[config.mk]
export PLATFORM = sky130hd
export DESIGN_NAME = vga_sync_decoder
export DESIGN_NICKNAME = d
export VERILOG_FILES = /design/src/rtl/vga_sync_decoder.sv
export SDC_FILE = /design/constraint.sdc
export NUM_CORES = 1
export LEC_CHECK = 0
export BUFFER_PORTS_ARGS = -buffer_cell sky130_fd_sc_hd__buf_2
export CAP_MARGIN = 20
export CORE_MARGIN = 3
export CORE_UTILIZATION = 53
export CTS_BUF_LIST = sky130_fd_sc_hd__clkbuf_16
export DETAILED_ROUTE_END_ITERATION = 12
export HOLD_SLACK_MARGIN = 0.02
export PLACE_DENSITY = 0.75
export SYNTH_ARGS = -nofsm -noshare
export SYNTH_HDL_FRONTEND = slang
export SYNTH_SLANG_ARGS = --single-unit
export TNS_END_PERCENT = 50
[constraint.sdc]
create_clock -name pixel_clk -period 2.4 [get_ports pixel_clk]
set_clock_uncertainty 0.15 [all_clocks]
set_input_delay 0.24 -clock pixel_clk [delete_from_list [all_inputs] [get_ports pixel_clk]]
set_output_delay 0.24 -clock pixel_clk [all_outputs]
set_load 0.01 [all_outputs]
[src/rtl/vga_sync_decoder.sv]
// Recovers pixel position (row within line, col within frame) from active-low
// VGA sync inputs, and checks line/frame periods to report lock and sync errors.
module vga_sync_decoder #(
  parameter int H_VISIBLE_AREA = 640,
  parameter int H_FRONT_PORCH  = 16,
  parameter int H_SYNC_PULSE   = 96,
  parameter int H_BACK_PORCH   = 48,
  parameter int V_VISIBLE_AREA = 480,
  parameter int V_FRONT_PORCH  = 10,
  parameter int V_SYNC_PULSE   = 2,
  parameter int V_BACK_PORCH   = 33,
  parameter int LOCK_LINES     = 4,
  parameter int LOCK_FRAMES    = 2
) (
  input  logic       pixel_clk,
  input  logic       reset,
  input  logic       h_sync,
  input  logic       v_sync,
  output logic [9:0] row,
  output logic [9:0] col,
  output logic       visible,
  output logic       h_locked,
  output logic       v_locked,
  output logic       frame_start,
  output logic       sync_err
);

  localparam int H_TOTAL            = H_VISIBLE_AREA + H_FRONT_PORCH + H_SYNC_PULSE + H_BACK_PORCH;
  localparam int V_TOTAL            = V_VISIBLE_AREA + V_FRONT_PORCH + V_SYNC_PULSE + V_BACK_PORCH;
  localparam int H_MAX              = H_TOTAL - 1;
  localparam int V_MAX              = V_TOTAL - 1;
  localparam int START_H_SYNC_PULSE = H_VISIBLE_AREA + H_FRONT_PORCH;
  localparam int START_V_SYNC_PULSE = V_VISIBLE_AREA + V_FRONT_PORCH;

  localparam logic [9:0] H_MAX_C   = 10'(H_MAX);
  localparam logic [9:0] V_MAX_C   = 10'(V_MAX);
  localparam logic [9:0] V_TOTAL_C = 10'(V_TOTAL);
  localparam logic [9:0] H_START_C = 10'(START_H_SYNC_PULSE);
  localparam logic [9:0] V_START_C = 10'(START_V_SYNC_PULSE);
  localparam logic [9:0] H_VIS_C   = 10'(H_VISIBLE_AREA);
  localparam logic [9:0] V_VIS_C   = 10'(V_VISIBLE_AREA);
  localparam logic [9:0] PER_SAT   = 10'h3FF;
  localparam logic [3:0] H_LOCK_C  = 4'(LOCK_LINES);
  localparam logic [3:0] V_LOCK_C  = 4'(LOCK_FRAMES);

  function automatic logic [9:0] per_inc(input logic [9:0] p);
    return (p == PER_SAT) ? p : p + 10'd1;
  endfunction

  function automatic logic [3:0] good_inc(input logic [3:0] g, input logic [3:0] lim);
    return (g >= lim) ? lim : g + 4'd1;
  endfunction

  logic       h_s1_p0, h_s2_p1, v_s1_p0, v_s2_p1;
  logic [9:0] h_per, v_per;
  logic [3:0] h_good, v_good;

  logic       h_fall, v_fall, row_wrap, h_clr, h_err, v_err, h_lock_nxt, v_lock_nxt;
  logic [9:0] row_nxt, col_nxt, h_per_nxt, v_per_nxt;
  logic [3:0] h_good_nxt, v_good_nxt;

  // stage 2: edge detect on the synchronised pair, counters and period checks
  always_comb begin
    h_fall     = h_s2_p1 & ~h_s1_p0;
    v_fall     = v_s2_p1 & ~v_s1_p0;
    row_wrap   = !h_fall && (row == H_MAX_C);
    row_nxt    = h_fall ? H_START_C : (row_wrap ? 10'd0 : row + 10'd1);
    col_nxt    = col;
    h_per_nxt  = per_inc(h_per);
    h_good_nxt = h_good;
    h_clr      = 1'b0;
    h_err      = 1'b0;
    v_per_nxt  = h_fall ? per_inc(v_per) : v_per;
    v_good_nxt = v_good;
    v_err      = 1'b0;

    if (v_fall)
      col_nxt = V_START_C;
    else if (row_wrap)
      col_nxt = (col == V_MAX_C) ? 10'd0 : col + 10'd1;

    // a period longer than nominal was already reported by the timeout
    if (h_fall) begin
      h_per_nxt = 10'd0;
      if (h_per == H_MAX_C) begin
        h_good_nxt = good_inc(h_good, H_LOCK_C);
      end else begin
        h_clr = 1'b1;
        h_err = (h_per < H_MAX_C);
      end
    end else if (h_per == H_MAX_C) begin
      h_clr = 1'b1;
      h_err = 1'b1;
    end

    if (v_fall) begin
      v_per_nxt = h_fall ? 10'd1 : 10'd0;
      if (v_per == V_TOTAL_C) begin
        v_good_nxt = good_inc(v_good, V_LOCK_C);
      end else begin
        v_good_nxt = 4'd0;
        v_err      = (v_per < V_TOTAL_C);
      end
    end else if (h_fall && (v_per == V_TOTAL_C)) begin
      v_good_nxt = 4'd0;
      v_err      = 1'b1;
    end

    if (h_clr) begin
      h_good_nxt = 4'd0;
      v_good_nxt = 4'd0;
    end

    h_lock_nxt = (h_good_nxt == H_LOCK_C);
    v_lock_nxt = (v_good_nxt == V_LOCK_C) && h_lock_nxt;
  end

  // stage 0/1: two-register input pipeline; stage 3: registered outputs
  always_ff @(posedge pixel_clk or posedge reset) begin
    if (reset) begin
      h_s1_p0     <= 1'b1;
      h_s2_p1     <= 1'b1;
      v_s1_p0     <= 1'b1;
      v_s2_p1     <= 1'b1;
      row         <= 10'd0;
      col         <= 10'd0;
      h_per       <= PER_SAT;
      v_per       <= PER_SAT;
      h_good      <= 4'd0;
      v_good      <= 4'd0;
      h_locked    <= 1'b0;
      v_locked    <= 1'b0;
      visible     <= 1'b0;
      frame_start <= 1'b0;
      sync_err    <= 1'b0;
    end else begin
      h_s1_p0     <= h_sync;
      h_s2_p1     <= h_s1_p0;
      v_s1_p0     <= v_sync;
      v_s2_p1     <= v_s1_p0;
      row         <= row_nxt;
      col         <= col_nxt;
      h_per       <= h_per_nxt;
      v_per       <= v_per_nxt;
      h_good      <= h_good_nxt;
      v_good      <= v_good_nxt;
      h_locked    <= h_lock_nxt;
      v_locked    <= v_lock_nxt;
      visible     <= h_lock_nxt && v_lock_nxt && (row_nxt < H_VIS_C) && (col_nxt < V_VIS_C);
      frame_start <= h_lock_nxt && v_lock_nxt && (row_nxt == 10'd0) && (col_nxt == 10'd0);
      sync_err    <= h_err | v_err;
    end
  end

endmodule

# --- Word level (Yosys, flattened, before mapping) ---
# Index checks and enable logic that the tools add are counted.
# W data, S select, Z words.
totals:
  reg_bits: 57
  latchBits: 0
  mem_bits_rw: 0
  romBits: 0
  input_bits: 4
  output_inout_bits: 25
  wordCells: 83
  memories: 0
op_classes:
  add_sub_neg: 6
  multipliers: 0
  n_div: 0
  n_lt_le_gt_ge: 6
  n_eq_ne: 10
  n_shift: 0
  mux: 28
  bitwise: 5
  reduce_logical: 13
ops:
  columns: ["cell", "count"]
  rows:
  - ["$mux W10", 10]
  - ["$eq A10 B10 Y1 const B", 6]
  - ["$add A10 B1 Y10 const B", 4]
  - ["$mux W4", 9]
  - ["$lt A10 B10 Y1 const B", 3]
  - ["$logic_not A10 Y1", 2]
  - ["$lt A10 B9 Y1 const B", 1]
  - ["$mux W1", 9]
  - ["$add A4 B1 Y4 const B", 2]
  - ["$logic_and A1 B1 Y1", 8]
  - ["$eq A4 B2 Y1 const B", 1]
  - ["$eq A4 B3 Y1 const B", 1]
  - ["$ge A4 B2 Y1 const B", 1]
  - ["$ge A4 B3 Y1 const B", 1]
  - ["$ne A2 B2 Y1 const B", 2]
  - ["$and A1 B1 Y1", 2]
  - ["$not A1 Y1", 2]
  - ["$reduce_and A2 Y1", 1]
  - ["$reduce_bool A2 Y1", 1]
  - ["$logic_not A1 Y1", 1]
  - ["$or A1 B1 Y1", 1]

# --- Logic depth before layout (Yosys ltp) ---
depth:
  word_depth: 11
  ltp_mapped: 10
  mapped_depth_nobuf: 9

# --- Worst setup path before layout ---
# OpenSTA, ideal clock, no wires.
synth_path:
  kind: "flip-flop to flip-flop"
  start: "reg row[0]"
  end: "reg visible"
  setup_ns: 0.137
  t_arrival_ns: 2.257
  required_ns: 2.113
  setup_slack_ns: -0.144
  stages_incl_launch_ff: 9
  path_buffers: 1
  period_less_slack_ns: 2.544
  cell_sequence: "dfrtp_1 > ha_1 > and4_1 > clkbuf_1 > nand4_1 > or4_1 > a31oi_1 > nand2b_1 > a221oi_1"
synth_via:
  word_cells_on_any_way: 11
  cone_classes: "add/sub: 1; order compare: 2; eq/ne: 1; mux: 4; reduce/logical: 3"
synth_lines:
  columns: ["element", "line", "text"]
  rows:
  - ["start, declared", "19", "output logic [9:0] row,"]
  - ["start signal, assigned", "141", "row <= row_nxt;"]
  - ["$eq A10 B10 Y1", "66", "row_wrap = !h_fall && (row == H_MAX_C);"]
  - ["$logic_and A1 B1 Y1", "66", null]
  - ["$mux W10", "79", "else if (row_wrap)"]
  - ["$mux W10", "77", "if (v_fall)"]
  - ["named net col_nxt[9]", "59", "logic [9:0] row_nxt, col_nxt, h_per_nxt, v_per_nxt;"]
  - ["$lt A10 B9 Y1", "149", "visible <= h_lock_nxt && v_lock_nxt && (row_nxt < H_VIS_C) && (col_nxt < V_VIS_C);"]
  - ["$logic_and A1 B1 Y1", "149", null]
  - ["end signal, assigned", "149", null]
  - ["end, declared", "21", "output logic visible,"]
# The timed path passes the listed nets, and every way through them passes these cells.
# A chain may end at the register's enable or synchronous reset.

# --- Worst setup path in the final report ---
layout_path:
  start: "reg v_per[6]"
  end: "reg visible"
layout_via:
  elab_chain_cells: 10
  word_cells_on_any_way: 11
  cone_classes: "eq/ne: 2; mux: 4; reduce/logical: 5"
layout_rtl:
  columns: ["element", "line", "text"]
  rows:
  - ["start, declared", "55", "logic [9:0] h_per, v_per;"]
  - ["start signal, assigned", "144", "v_per <= v_per_nxt;"]
  - ["$eq A10 B10 Y1 *", "98, 104", null]
  - ["$logic_and A1 B1 Y1", "104", "end else if (h_fall && (v_per == V_TOTAL_C)) begin"]
  - ["$mux W4", "104", null]
  - ["$mux W4 *", "96", "if (v_fall) begin"]
  - ["$mux W4 *", "109", "if (h_clr) begin"]
  - ["named net v_good_nxt[2]", "60", "logic [3:0] h_good_nxt, v_good_nxt;"]
  - ["$eq A4 B2 Y1 *", "115", "v_lock_nxt = (v_good_nxt == V_LOCK_C) && h_lock_nxt;"]
  - ["$logic_and A1 B1 Y1 *", "115", null]
  - ["named net v_lock_nxt", "58", "logic h_fall, v_fall, row_wrap, h_clr, h_err, v_err, h_lock_nxt, v_lock_nxt;"]
  - ["$logic_and A1 B1 Y1 * (3 in a row)", "149", null]
# The timed path passes the listed nets; every way through them passes the cells marked *.

==> impl_results.md <==
- Outcome: complete, but fails checks
- Failing checks: setup timing
- Psw: 650 uW
- TritonCTS clock tree: built
- Clock tree sinks: 57
- Sequential element share of the synthesized area: 46.7%
- Clock-pin transition on the worst setup and hold timing paths: 0.05 ns
- Post-detailed-route via-to-cell ratio: 5.89
- Leading cell type in the layout, fill and taps excluded: sky130_fd_sc_hd__nor2_1
- Sequential share of power: 44.3%
- Period utilisation layout: 102%
- Post-route minimum period: 2.44 ns
- Worst path cell trace: or4_4 -> nor4_4 -> buf_4 -> a211oi_2 -> o21a_1 -> and4b_1 -> nand2b_1 -> a221oi_2
- Clock buffer count from CTS: 9
- Relative slew margins: 64.5%
- Overall Global Routing Usage: 23.3%
- Reg2Reg Launch Point: v_per[6]$_DFFE_PP1P_
- Synth Instances: 328
- First-pass GRT wire length: 11.9 mm
- Net Sw Frac: 25.6%
- HPWL after detailed placement: 5.10 mm
- Count of buffering cells on the critical path with inverters included: 1
- Root Driver: sky130_fd_sc_hd__clkbuf_16
- Number of global-route vias before repair: 2538
- DRC violation count after routing: 0
- Power Dens Cells: 653 nW/um^2
- Cell internal pwr: 1890 uW
- FF+latch count, synth: 57
- Global-route met2 utilization: 37.6%
- Post-Route Setup TNS: -0.0693 ns
- Standard cell core area: 5610 um^2
- N_diodes: 0
- Effective utilization at floorplan: 55.6%
- Peak VDD IR: 0.483 mV
- Total congestion overflow: 0
- Placement row count: 27
- Arrival time at the worst endpoint: 2.52 ns
- Overall power consumption: 2540 uW
- Reg-to-reg critical path endpoint: visible$_DFF_PP0_
- HP Start: v_s1_p0$_DFF_PP1_
- Count of input and output buffers: 28
- Static Leak: 0.00171 uW
- Number of nets produced by synthesis: 342
- Average wire per cell in the routed design: 15.6 um
- Share of flip-flops with an asynchronous set or reset after synthesis: 100%
- Post-route ant nets: 0
- Number of antenna violations at the first check in global routing: 0
- Top cells by area, synth: sky130_fd_sc_hd__dfrtp_1 27%, sky130_fd_sc_hd__dfstp_2 20%, sky130_fd_sc_hd__nor2_1 4.3%, sky130_fd_sc_hd__ha_1 4.0%, sky130_fd_sc_hd__nand2_1 4.0%
- Leading cell types in the layout, fill and taps excluded: 36 x sky130_fd_sc_hd__nor2_1, 32 x sky130_fd_sc_hd__nand2_1, 32 x sky130_fd_sc_hd__buf_4, 31 x sky130_fd_sc_hd__dfrtp_1, 28 x sky130_fd_sc_hd__buf_2
- Fraction of final layout cells with drive strength greater than 1: 28.9%
- Clock buffer depth: 2
- Growth of design area from synthesis to finish: 24.8%
- Worst skew pair latency: 0.32 ns
- Slowest cell on the critical path: sky130_fd_sc_hd__or4_4
- Number of warnings printed during yosys synthesis: 0
- Placer's final routability congestion estimate: 0.871
- Total wire length after detailed routing: 7.26 mm
- Peak-usage layer in the global routing report: met2
- Number of flops mapped to enable cells by yosys: 0
- Count of maximum capacitance violations: 0
- Ports: 29
- Share of power burned in combinational logic: 14.0%
- Final count of negative-setup-slack endpoints: 2
- Final Slew Violations: 0
- Multi-input logic area: 1590 um^2
- Number of DRC violations after detailed-routing iteration 0: 225
- Cell variety after synth: 54
- Unrepaired setup endpoints after global routing: true
- Number of cells on the worst reg-to-reg path: 8
- Utilization after layout: 69.3%
- Max Clk Rate: 0.409 GHz
- Met1 Use GR: 30.3%
- Max stage delay on crit path: 0.55 ns
- Die footprint: 6830 um^2
- Number of vias in the routed layout: 2745
- Critical Path Sink Type: register
- GRT met3 Usage: 5.86%
- Cell type with the highest aggregate area in the netlist: sky130_fd_sc_hd__dfrtp_1
- Total of fill cells in the finished design: 442
- Clock share of power: 41.6%
- Category of the worst setup path launch point: register
- Transition at the pin with the smallest max-transition slack: 0.532 ns
- Area share of the largest cell type after synthesis: 26.5%
- Final Hold Fails: 0
- Kind of path behind the tightest hold check: register to register
- Worst setup path class: register to register
- Register-to-register path setup slack: -0.04 ns
- DIE WIDTH: 82.7 um
- Dominant synthesized flop cell: sky130_fd_sc_hd__dfrtp_1
- H-tree levels: 3
- Cell area after synthesis: 3120 um^2
- Worst hold path endpoint: v_s2_p1$_DFF_PP1_
- DIE HEIGHT: 82.7 um
- Mean cell area of the mapped netlist: 9.50 um^2
- Worst hold stages: 0
- Area taken by flip-flops and latches: 1460 um^2
- Largest net degree at the start of global routing: 34
- Post-route setup slack: -0.0430 ns
- Top Family by Delay on Critical Path: simple AND/OR/NAND/NOR gates
- WP data required: 2.47 ns
- Highest net fanout along the worst path: 7
- Pre-antenna DRT Iters: 4
- Count of nets after finishing: 403
## power by group through the flow
stage	logic, uW	registers [uW]	clock network, uW
after floorplan	211	1140	0
after global placement	333	1130	0
after detailed placement	347	1140	0
after CTS	357	1120	1070
after global routing	392	1140	1130
final	355	1130	1060
## layer usage
layer,part of all wire [%],vias to the layer above
li1,-,1298
met5,0,-
met1,43,1341
met4,2.1,0
met2,49,91
met3,5.9,15
## stage by stage
stage                     cells  worst slack (ns)  hold WS, ns  instance area (um^2)
final                       466           -0.0430        0.224                  3890
after global routing        466            -0.136        0.229                  3890
after CTS                   466           0.00272        0.225                  3880
after detailed placement    446            -0.170        0.174                  3560
after global placement      446           -0.0776        0.158                  3560
after floorplan             328            0.0247       0.0945                  3130
## Yosys cell counts (6+ instances only)
master / number
sky130_fd_sc_hd__clkbuf_1: 9
sky130_fd_sc_hd__ha_1: 10
sky130_fd_sc_hd__and4_1: 6
sky130_fd_sc_hd__dfrtp_1: 33
sky130_fd_sc_hd__xnor2_1: 11
sky130_fd_sc_hd__nand4_1: 10
sky130_fd_sc_hd__dfstp_2: 24
sky130_fd_sc_hd__a21oi_1: 8
sky130_fd_sc_hd__nor3_1: 8
sky130_fd_sc_hd__inv_1: 17
sky130_fd_sc_hd__nand3_1: 15
sky130_fd_sc_hd__nor2_1: 36
sky130_fd_sc_hd__nand2_1: 33
sky130_fd_sc_hd__xor2_1: 13
sky130_fd_sc_hd__a31oi_1: 7
sky130_fd_sc_hd__o21ai_0: 7
sky130_fd_sc_hd__and3_1: 10
## cell families (layout without fill, tap and decap cells)
| kind of cell | after synthesis | after routing | synth area share (%) |
|---|---|---|---|
| mux | 4 | 4 | 1.37 |
| xor+xnor | 24 | 24 | 6.75 |
| simple gates | 151 | 151 | 26.3 |
| fa+ha+maj | 10 | 10 | 4.02 |
| flops | 57 | 57 | 46.7 |
| buf+inv | 31 | 97 | 3.90 |
| compound gates | 51 | 51 | 11.0 |
## area by class of cell
type,count,area share (%)
Clock inverter,7,0.676
Clock buffer,9,5.79
Timing Repair Buffer,64,11.1
Sequential cell,57,37.5
Inverter,17,1.64
Multi-Input combinational cell,240,41.0
Tap cell,72,2.32
## state kept, by name, summed over array words and instances, names as in the netlist, 4 cells and up
register	count
col	10
h_good	4
h_per	10
row	10
v_good	4
v_per	10
## worst max path at each step
| stage | start | to | slack, ns | cells past startpoint |
|---|---|---|---|---|
| global route | v_per[6]$_DFFE_PP1P_ | frame_start$_DFF_PP0_ | -0.14 | 8 |
| floorplan | row[6]$_DFF_PP0_ | visible$_DFF_PP0_ | 0.02 | 7 |
| global placement | v_per[6]$_DFFE_PP1P_ | frame_start$_DFF_PP0_ | -0.08 | 7 |
| finish | v_per[6]$_DFFE_PP1P_ | visible$_DFF_PP0_ | -0.04 | 8 |
| CTS | row[1]$_DFF_PP0_ | frame_start$_DFF_PP0_ | 0.003 | 8 |
| detailed placement | v_per[6]$_DFFE_PP1P_ | frame_start$_DFF_PP0_ | -0.17 | 7 |
## worst register-to-register path: cells and delay by family (launching register included)
kind / cells / cell delay, ns
simple gates: 4 / 1.19
compound gates: 3 / 0.48
flops: 1 / 0.36
buf+inv: 1 / 0.19
## repair_timing
action | in CTS | in global routing
setup buffers | 1 | 0
gates resized for setup | 9 | 3
endpoints found under the hold margin | 13 | 0
endpoints found under the setup margin | 2 | 2
pin swaps | 4 | 1
hold buffers | 3 | 0
Power figures use the tool's default switching activity.
